File: src/rtl/regfile_dump_reader.sv
// Walks a register-file index range on a spare read port and streams each value out over valid/ready.
// Define REGDUMP_CHECKSUM_EN to append a trailing XOR-checksum beat to every dump.
module regfile_dump_reader #(
    parameter int NUM_REGS = 32,
    parameter int ADDR_W   = 5,
    parameter int DATA_W   = 32
) (
    input  logic              clock,
    input  logic              reset_n,
    input  logic              start,
    input  logic [ADDR_W-1:0] first_reg,
    input  logic [ADDR_W-1:0] last_reg,
    output logic [ADDR_W-1:0] rd_addr,
    input  logic [DATA_W-1:0] rd_data,
    output logic              busy,
    output logic              done,
    output logic              out_valid,
    input  logic              out_ready,
    output logic [ADDR_W-1:0] out_index,
    output logic [DATA_W-1:0] out_data,
    output logic              out_last,
    output logic [2:0]        dbg_state
);

    // Output handshake: a beat transfers on a clock edge where out_valid && out_ready;
    // out_valid/out_index/out_data/out_last never change while out_valid && !out_ready.
`ifdef REGDUMP_CHECKSUM_EN
    typedef enum logic [2:0] {
        S_IDLE  = 3'd0,
        S_SETUP = 3'd1,
        S_SEND  = 3'd2,
        S_DONE  = 3'd3,
        S_CSUM  = 3'd4
    } state_t;
`else
    typedef enum logic [2:0] {
        S_IDLE  = 3'd0,
        S_SETUP = 3'd1,
        S_SEND  = 3'd2,
        S_DONE  = 3'd3
    } state_t;
`endif

    state_t            state_q, state_d;
    logic [ADDR_W-1:0] cur_idx_q, cur_idx_d;
    logic [ADDR_W-1:0] end_idx_q, end_idx_d;
    logic [ADDR_W-1:0] rd_addr_q, rd_addr_d;
    logic              out_valid_q, out_valid_d;
    logic [ADDR_W-1:0] out_index_q, out_index_d;
    logic [DATA_W-1:0] out_data_q, out_data_d;
    logic              out_last_q, out_last_d;
`ifdef REGDUMP_CHECKSUM_EN
    logic [DATA_W-1:0] csum_q, csum_d;
`endif

    logic              at_end;
    logic              handshake;
    logic [ADDR_W-1:0] next_idx;

    assign at_end    = (cur_idx_q == end_idx_q);
    assign handshake = out_valid_q && out_ready;
    // Explicit wrap so non-power-of-two register counts stay modulo NUM_REGS.
    assign next_idx  = (cur_idx_q == ADDR_W'(NUM_REGS - 1)) ? '0 : cur_idx_q + ADDR_W'(1);

    always_ff @(posedge clock or negedge reset_n) begin
        if (!reset_n) begin
            state_q     <= S_IDLE;
            cur_idx_q   <= '0;
            end_idx_q   <= '0;
            rd_addr_q   <= '0;
            out_valid_q <= 1'b0;
            out_index_q <= '0;
            out_data_q  <= '0;
            out_last_q  <= 1'b0;
`ifdef REGDUMP_CHECKSUM_EN
            csum_q      <= '0;
`endif
        end else begin
            state_q     <= state_d;
            cur_idx_q   <= cur_idx_d;
            end_idx_q   <= end_idx_d;
            rd_addr_q   <= rd_addr_d;
            out_valid_q <= out_valid_d;
            out_index_q <= out_index_d;
            out_data_q  <= out_data_d;
            out_last_q  <= out_last_d;
`ifdef REGDUMP_CHECKSUM_EN
            csum_q      <= csum_d;
`endif
        end
    end

    always_comb begin
        state_d     = state_q;
        cur_idx_d   = cur_idx_q;
        end_idx_d   = end_idx_q;
        rd_addr_d   = rd_addr_q;
        out_valid_d = out_valid_q;
        out_index_d = out_index_q;
        out_data_d  = out_data_q;
        out_last_d  = out_last_q;
`ifdef REGDUMP_CHECKSUM_EN
        csum_d      = csum_q;
`endif
        unique case (state_q)
            S_IDLE: begin
                if (start) begin
                    cur_idx_d = first_reg;
                    end_idx_d = last_reg;
                    rd_addr_d = first_reg;
`ifdef REGDUMP_CHECKSUM_EN
                    csum_d    = '0;
`endif
                    state_d   = S_SETUP;
                end
            end
            // rd_addr has been stable for a full cycle here, so rd_data is safe to capture.
            S_SETUP: begin
                out_data_d  = rd_data;
                out_index_d = cur_idx_q;
                out_valid_d = 1'b1;
`ifdef REGDUMP_CHECKSUM_EN
                out_last_d  = 1'b0;
                csum_d      = csum_q ^ rd_data;
`else
                out_last_d  = at_end;
`endif
                state_d     = S_SEND;
            end
            S_SEND: begin
                if (handshake) begin
                    out_valid_d = 1'b0;
                    if (at_end) begin
`ifdef REGDUMP_CHECKSUM_EN
                        state_d = S_CSUM;
`else
                        state_d = S_DONE;
`endif
                    end else begin
                        cur_idx_d = next_idx;
                        rd_addr_d = next_idx;
                        state_d   = S_SETUP;
                    end
                end
            end
`ifdef REGDUMP_CHECKSUM_EN
            // First cycle loads the checksum beat, then it is held until accepted.
            S_CSUM: begin
                if (!out_valid_q) begin
                    out_data_d  = csum_q;
                    out_index_d = end_idx_q;
                    out_last_d  = 1'b1;
                    out_valid_d = 1'b1;
                end else if (out_ready) begin
                    out_valid_d = 1'b0;
                    state_d     = S_DONE;
                end
            end
`endif
            S_DONE: begin
                state_d = S_IDLE;
            end
            default: begin
                state_d = S_IDLE;
            end
        endcase
    end

    assign rd_addr   = rd_addr_q;
    assign busy      = (state_q != S_IDLE);
    assign done      = (state_q == S_DONE);
    assign out_valid = out_valid_q;
    assign out_index = out_index_q;
    assign out_data  = out_data_q;
    assign out_last  = out_last_q;
    assign dbg_state = state_q;

endmodule

File: config.mk
export PLATFORM = sky130hd
export DESIGN_NAME = regfile_dump_reader
export DESIGN_NICKNAME = d
export VERILOG_FILES = /design/src/rtl/regfile_dump_reader.sv
export SDC_FILE = /design/constraint.sdc
export NUM_CORES = 1
export LEC_CHECK = 0
export ABC_AREA = 1
export CORE_UTILIZATION = 42
export CTS_CLUSTER_DIAMETER = 40
export DETAILED_ROUTE_END_ITERATION = 7
export PLACE_DENSITY = 0.84
export SLEW_MARGIN = 40
export SYNTH_ARGS = -nofsm -noshare
export SYNTH_HDL_FRONTEND = slang
export SYNTH_SLANG_ARGS = --single-unit
export TNS_END_PERCENT = 10
File: constraint.sdc
create_clock -name clock -period 1.74 [get_ports clock]
set_input_delay 0.261 -clock clock [delete_from_list [all_inputs] [get_ports clock]]
set_output_delay 0.261 -clock clock [all_outputs]
set_load 0.02 [all_outputs]
==> results <==
- The flow ran to the end, and the final reports show no timing, DRC or antenna violations.
- The clock share of power is between 30% and 40%.
- The initial antenna violation count came to 0.
- The master of the slowest instance on the critical path is sky130_fd_sc_hd__clkdlybuf4s50_1.
- After synthesis, the largest area contributor takes up between 50% and 60% of total cell area.
- The share of total power consumed by net switching is between 20% and 30%.
- The number of DRC markers after the initial detailed-route iteration is 75.
- The number of H-tree levels is 2.
- The highest cell delay on the worst timing path is 0.65 ns.
- The final number of max-transition violations is 0.
- Final hold analysis gives a worst-case slack of 0.4760 ns.
- The number of library cell types mapped by synthesis is 24.
- Sorting the synthesized cells by area gives the leading types as sky130_fd_sc_hd__dfrtp_1, sky130_fd_sc_hd__nand2_1, sky130_fd_sc_hd__inv_1.
- Following the worst setup path forward leads to its endpoint at rd_addr[2].
- The clock drives 51 sinks.
- Prior to clock tree synthesis, the placed netlist has a worst setup slack of 0.1520 ns.
- In this run, CTS created clock tree buffers numbering 5.
- The worst setup path is launched from a register.
- 95 I/O pins were placed.
- The critical-path maximum fanout is 7.
- The share of synthesized registers carrying an async set or reset is between 90% and 100%.
- The net count of the mapped netlist is ~310.
- The length of the first detailed-routing pass in iterations is 4.
- The headroom to the max-slew limit is 53.73%.
- The number of remaining DRC errors is 0.
- At the worst endpoint, the arrival time is 1.45 ns.
- The slew at the pin closest to its max-slew limit is approximately 0.69 ns.
- The number of cells on the worst reg-to-reg path is 9.
- The power density of the placed cells is ~610 nW/um^2.
- The sequential cell area fraction in the yosys report is between 50% and 60%.
- The slack of the worst reg-to-reg path is between 0.1 and 0.15 ns.
- The kind of end point of the critical path is an output port.
- The tightest min-delay check is of the register to register type.
- The final route contains 1931 vias.
- Cells with a size suffix above 1 make up 9.040% of the layout.
- The number of nets in the layout is ~400.
- The antenna diode count is 0.
- The cell count after synthesis came out at approximately 260.
- CTS placed an instance of sky130_fd_sc_hd__clkbuf_8 at the clock tree root.
- Dividing the detail-routed via count by the number of cells gives ~4.6.
- Setup repair after global routing left no endpoint under its margin.
- The first global-routing pass estimated a little under 8 mm of wire.
- The end of the worst register-to-register path is rd_addr[2]$_DFFE_PN0P_.
- The area of the core is slightly above 5000 sq um.
- The layout-stage area growth over the synthesis result is 49.66%.
- The initial standard-cell utilization of the core is 43.36%.
- The count of buffers added on input and output ports is between 90 and 100.
- At the later pin of the worst-skew pair, clock insertion delay measures ~0.30 ns.
- From left edge to right edge, the die measures roughly 75 um.
- The non-filler instance count after layout is between 400 and 500.
- Entering global routing, the biggest net connects between 40 and 50 pins.
- The clock period minus worst slack is approximately 1.7 ns.
- The static leakage is 1.520 nW.
- The number of failing hold endpoints at the final stage was 0.
- In this run the number of cells on the critical path is 1.
- At the end of routability-driven placement, the weighted congestion stood at 0.8520.
- The internal power summed over all cells is ~1.6 mW.
- TritonCTS built the clock tree.
- The most area-hungry cell type in the Yosys netlist is sky130_fd_sc_hd__dfrtp_1.
- In the finished design, the share of the clock period the worst path needs comes to just under 100%.
- In this run the cell area of the synthesized design comes to roughly 2200 sq um.
- The setup-violating endpoint count in the final report is 0.
- The die covers 5567 sq um.
- The worst path meets setup with approximately 0.033 ns of slack.
- The synthesized design contains 0 enable-type register cells.
- Yosys instantiated no cell more often than sky130_fd_sc_hd__nand2_1.
- The largest voltage drop on the vdd net is approximately 0.3 mV.
- In this run, the combinational gates consume roughly 6.5% of the power.
- The share of total power dissipated in sequential elements is about three fifths.
- Summed over all nets, the switching power comes to 0.4473 mW.
- The clock passes through at most 2 buffers.
- The sum of negative setup slack is 0 ns.
- The clock-pin slew of the registers on the worst-case setup and hold paths is 0.10 ns.
- The first element of the critical path is rd_addr[2]$_DFFE_PN0P_.
- The average instance in the mapped netlist occupies 8.617 sq um.
- The height of the die is 74.62 um.
- The detail route stage leaves a number of antenna-violating nets equal to 0.
- The row count is 26.
- In this run the critical register-to-register path is launched from rd_addr[0]$_DFFE_PN0P_.
- The largest clock skew in the final design is approximately 0.0094 ns.
- In the synthesized netlist, the cells that appear most often are sky130_fd_sc_hd__nand2_1, sky130_fd_sc_hd__dfrtp_1, sky130_fd_sc_hd__inv_1.
- For this run, the leading register cell type out of synthesis is sky130_fd_sc_hd__dfrtp_1.
- Synthesis inferred 51 register bits.
- The critical path goes through clkdlybuf4s50_1.
- Data on the critical path is required at its endpoint by 1.48 ns.
- The wire length reported by the detailed router is 5.126 mm.
- The count of placed standard cells including taps is roughly 420.
- The number of global-route vias before repair was 1805.
- The final global-route overflow total is 0.
- The family with the most delay on the worst path is buffers and inverters.
- The number of synthesis warnings is 0.
- The timing-limited maximum frequency is between 500 and 600 MHz.
- Across every metal layer, demand over resource in global routing totals 18.69%.
- The number of max-cap violations is 0.
- The placed wire-length estimate is about 3.8 mm.
- Counting both buffers and inverters, the worst setup path holds a total of 1.
- The average wire per standard cell is 12.09 um.
- The classification of the worst setup path is register to output port.
==> metrics by stage <==
step	util (%)	instance area [sq um]	power, mW
2_1_floorplan	-	2215	1.212
3_3_place_gp	62.81	3208	1.338
3_5_place_dp	62.81	3208	1.339
4_1_cts	64.87	3313	2.040
5_1_grt	64.89	3314	2.083
6_report	64.89	3314	2.011
==> worst min-delay path, stage by stage (launching register included) <==
cell	delay (ns)
sky130_fd_sc_hd__dfrtp_1	0.35
sky130_fd_sc_hd__nand2_1	0.05
sky130_fd_sc_hd__nand2_1	0.05
==> registers in the layout (all words and copies together) (netlist names) <==
| signal | count |
|---|---|
| out_data | 32 |
| out_last | 1 |
| end_idx_q | 5 |
| out_valid | 1 |
| dbg_state | 2 |
| out_index | 5 |
| rd_addr | 5 |
==> how the worst min path moves through the flow <==
stage	from	slack, ns	endpoint	cells past startpoint
2_1_floorplan	reset_n	-0.03	dbg_state[0]$_DFFE_PN0P_	0
3_5_place_dp	reset_n	0.28	out_data[28]$_DFFE_PN0P_	2
3_3_place_gp	reset_n	0.28	out_data[31]$_DFFE_PN0P_	2
6_report	out_data[14]$_DFFE_PN0P_	0.48	out_data[14]$_DFFE_PN0P_	2
5_1_grt	rd_data[16]	0.49	out_data[16]$_DFFE_PN0P_	3
4_1_cts	rd_data[22]	0.47	out_data[22]$_DFFE_PN0P_	3
==> logic make-up after synthesis <==
logic type	after synthesis	share of synthesized area, %
xor gates and xnor gates	2	0.7911
AOI/OAI and AO/OA	15	4.068
buffers and inverters	23	4.689
adders and majority gates	2	1.130
other	1	0.1693
DFF	51	57.63
muxes	1	0.5084
and+or+nand+nor	162	31.02
==> what timing repair did <==
item | 4_1_cts | 5_1_grt
gates resized for setup | 4 | 1
buffers inserted | 0 | 0
hold endpoints to repair | 51 | 0
hold buffers | 1 | 0
endpoints found under the setup margin | 3 | 1
==> power groups by stage <==
stage | combinational [mW] | sequential (mW) | clock (mW)
5_1_grt | 0.144 | 1.18 | 0.754
2_1_floorplan | 0.00421 | 1.21 | 0
3_5_place_dp | 0.131 | 1.21 | 0
3_3_place_gp | 0.131 | 1.21 | 0
4_1_cts | 0.134 | 1.18 | 0.722
6_report | 0.131 | 1.18 | 0.696
==> cell type report <==
class / instances / area [sq um]
Clock buffer: 5 / 68.82
Clock inverter: 3 / 25.02
Fill cell: 447 / 1793
Inverter: 15 / 61.31
Multi-Input combinational cell: 183 / 837.1
Sequential cell: 51 / 1279
Tap cell: 70 / 87.58
Timing Repair Buffer: 97 / 955.9
==> cell usage in the layout, fill, tap and decap left out, types with 2 or more instances in the layout <==
cell                              instances
sky130_fd_sc_hd__nand2_1                139
sky130_fd_sc_hd__clkdlybuf4s50_1         90
sky130_fd_sc_hd__dfrtp_1                 49
sky130_fd_sc_hd__inv_1                   10
sky130_fd_sc_hd__nand3_1                  7
sky130_fd_sc_hd__o21ai_1                  6
sky130_fd_sc_hd__nor2_1                   5
sky130_fd_sc_hd__a21oi_1                  5
sky130_fd_sc_hd__clkbuf_8                 5
sky130_fd_sc_hd__inv_2                    4
sky130_fd_sc_hd__nor2_4                   3
sky130_fd_sc_hd__nand2_4                  3
sky130_fd_sc_hd__clkinv_4                 3
sky130_fd_sc_hd__buf_4                    3
sky130_fd_sc_hd__nor2_2                   2
sky130_fd_sc_hd__nand2_2                  2
sky130_fd_sc_hd__o21ai_0                  2
sky130_fd_sc_hd__ha_1                     2
sky130_fd_sc_hd__dfrtp_2                  2
sky130_fd_sc_hd__dlygate4sd2_1            2
==> layer usage <==
layer  share of wire, %  track usage [%]
met1                 43            21.47
met5                  0                0
met4               0.70            6.918
met3                6.9            4.418
met2                 49            33.83
No activity file was read; power rests on OpenSTA's default activity.
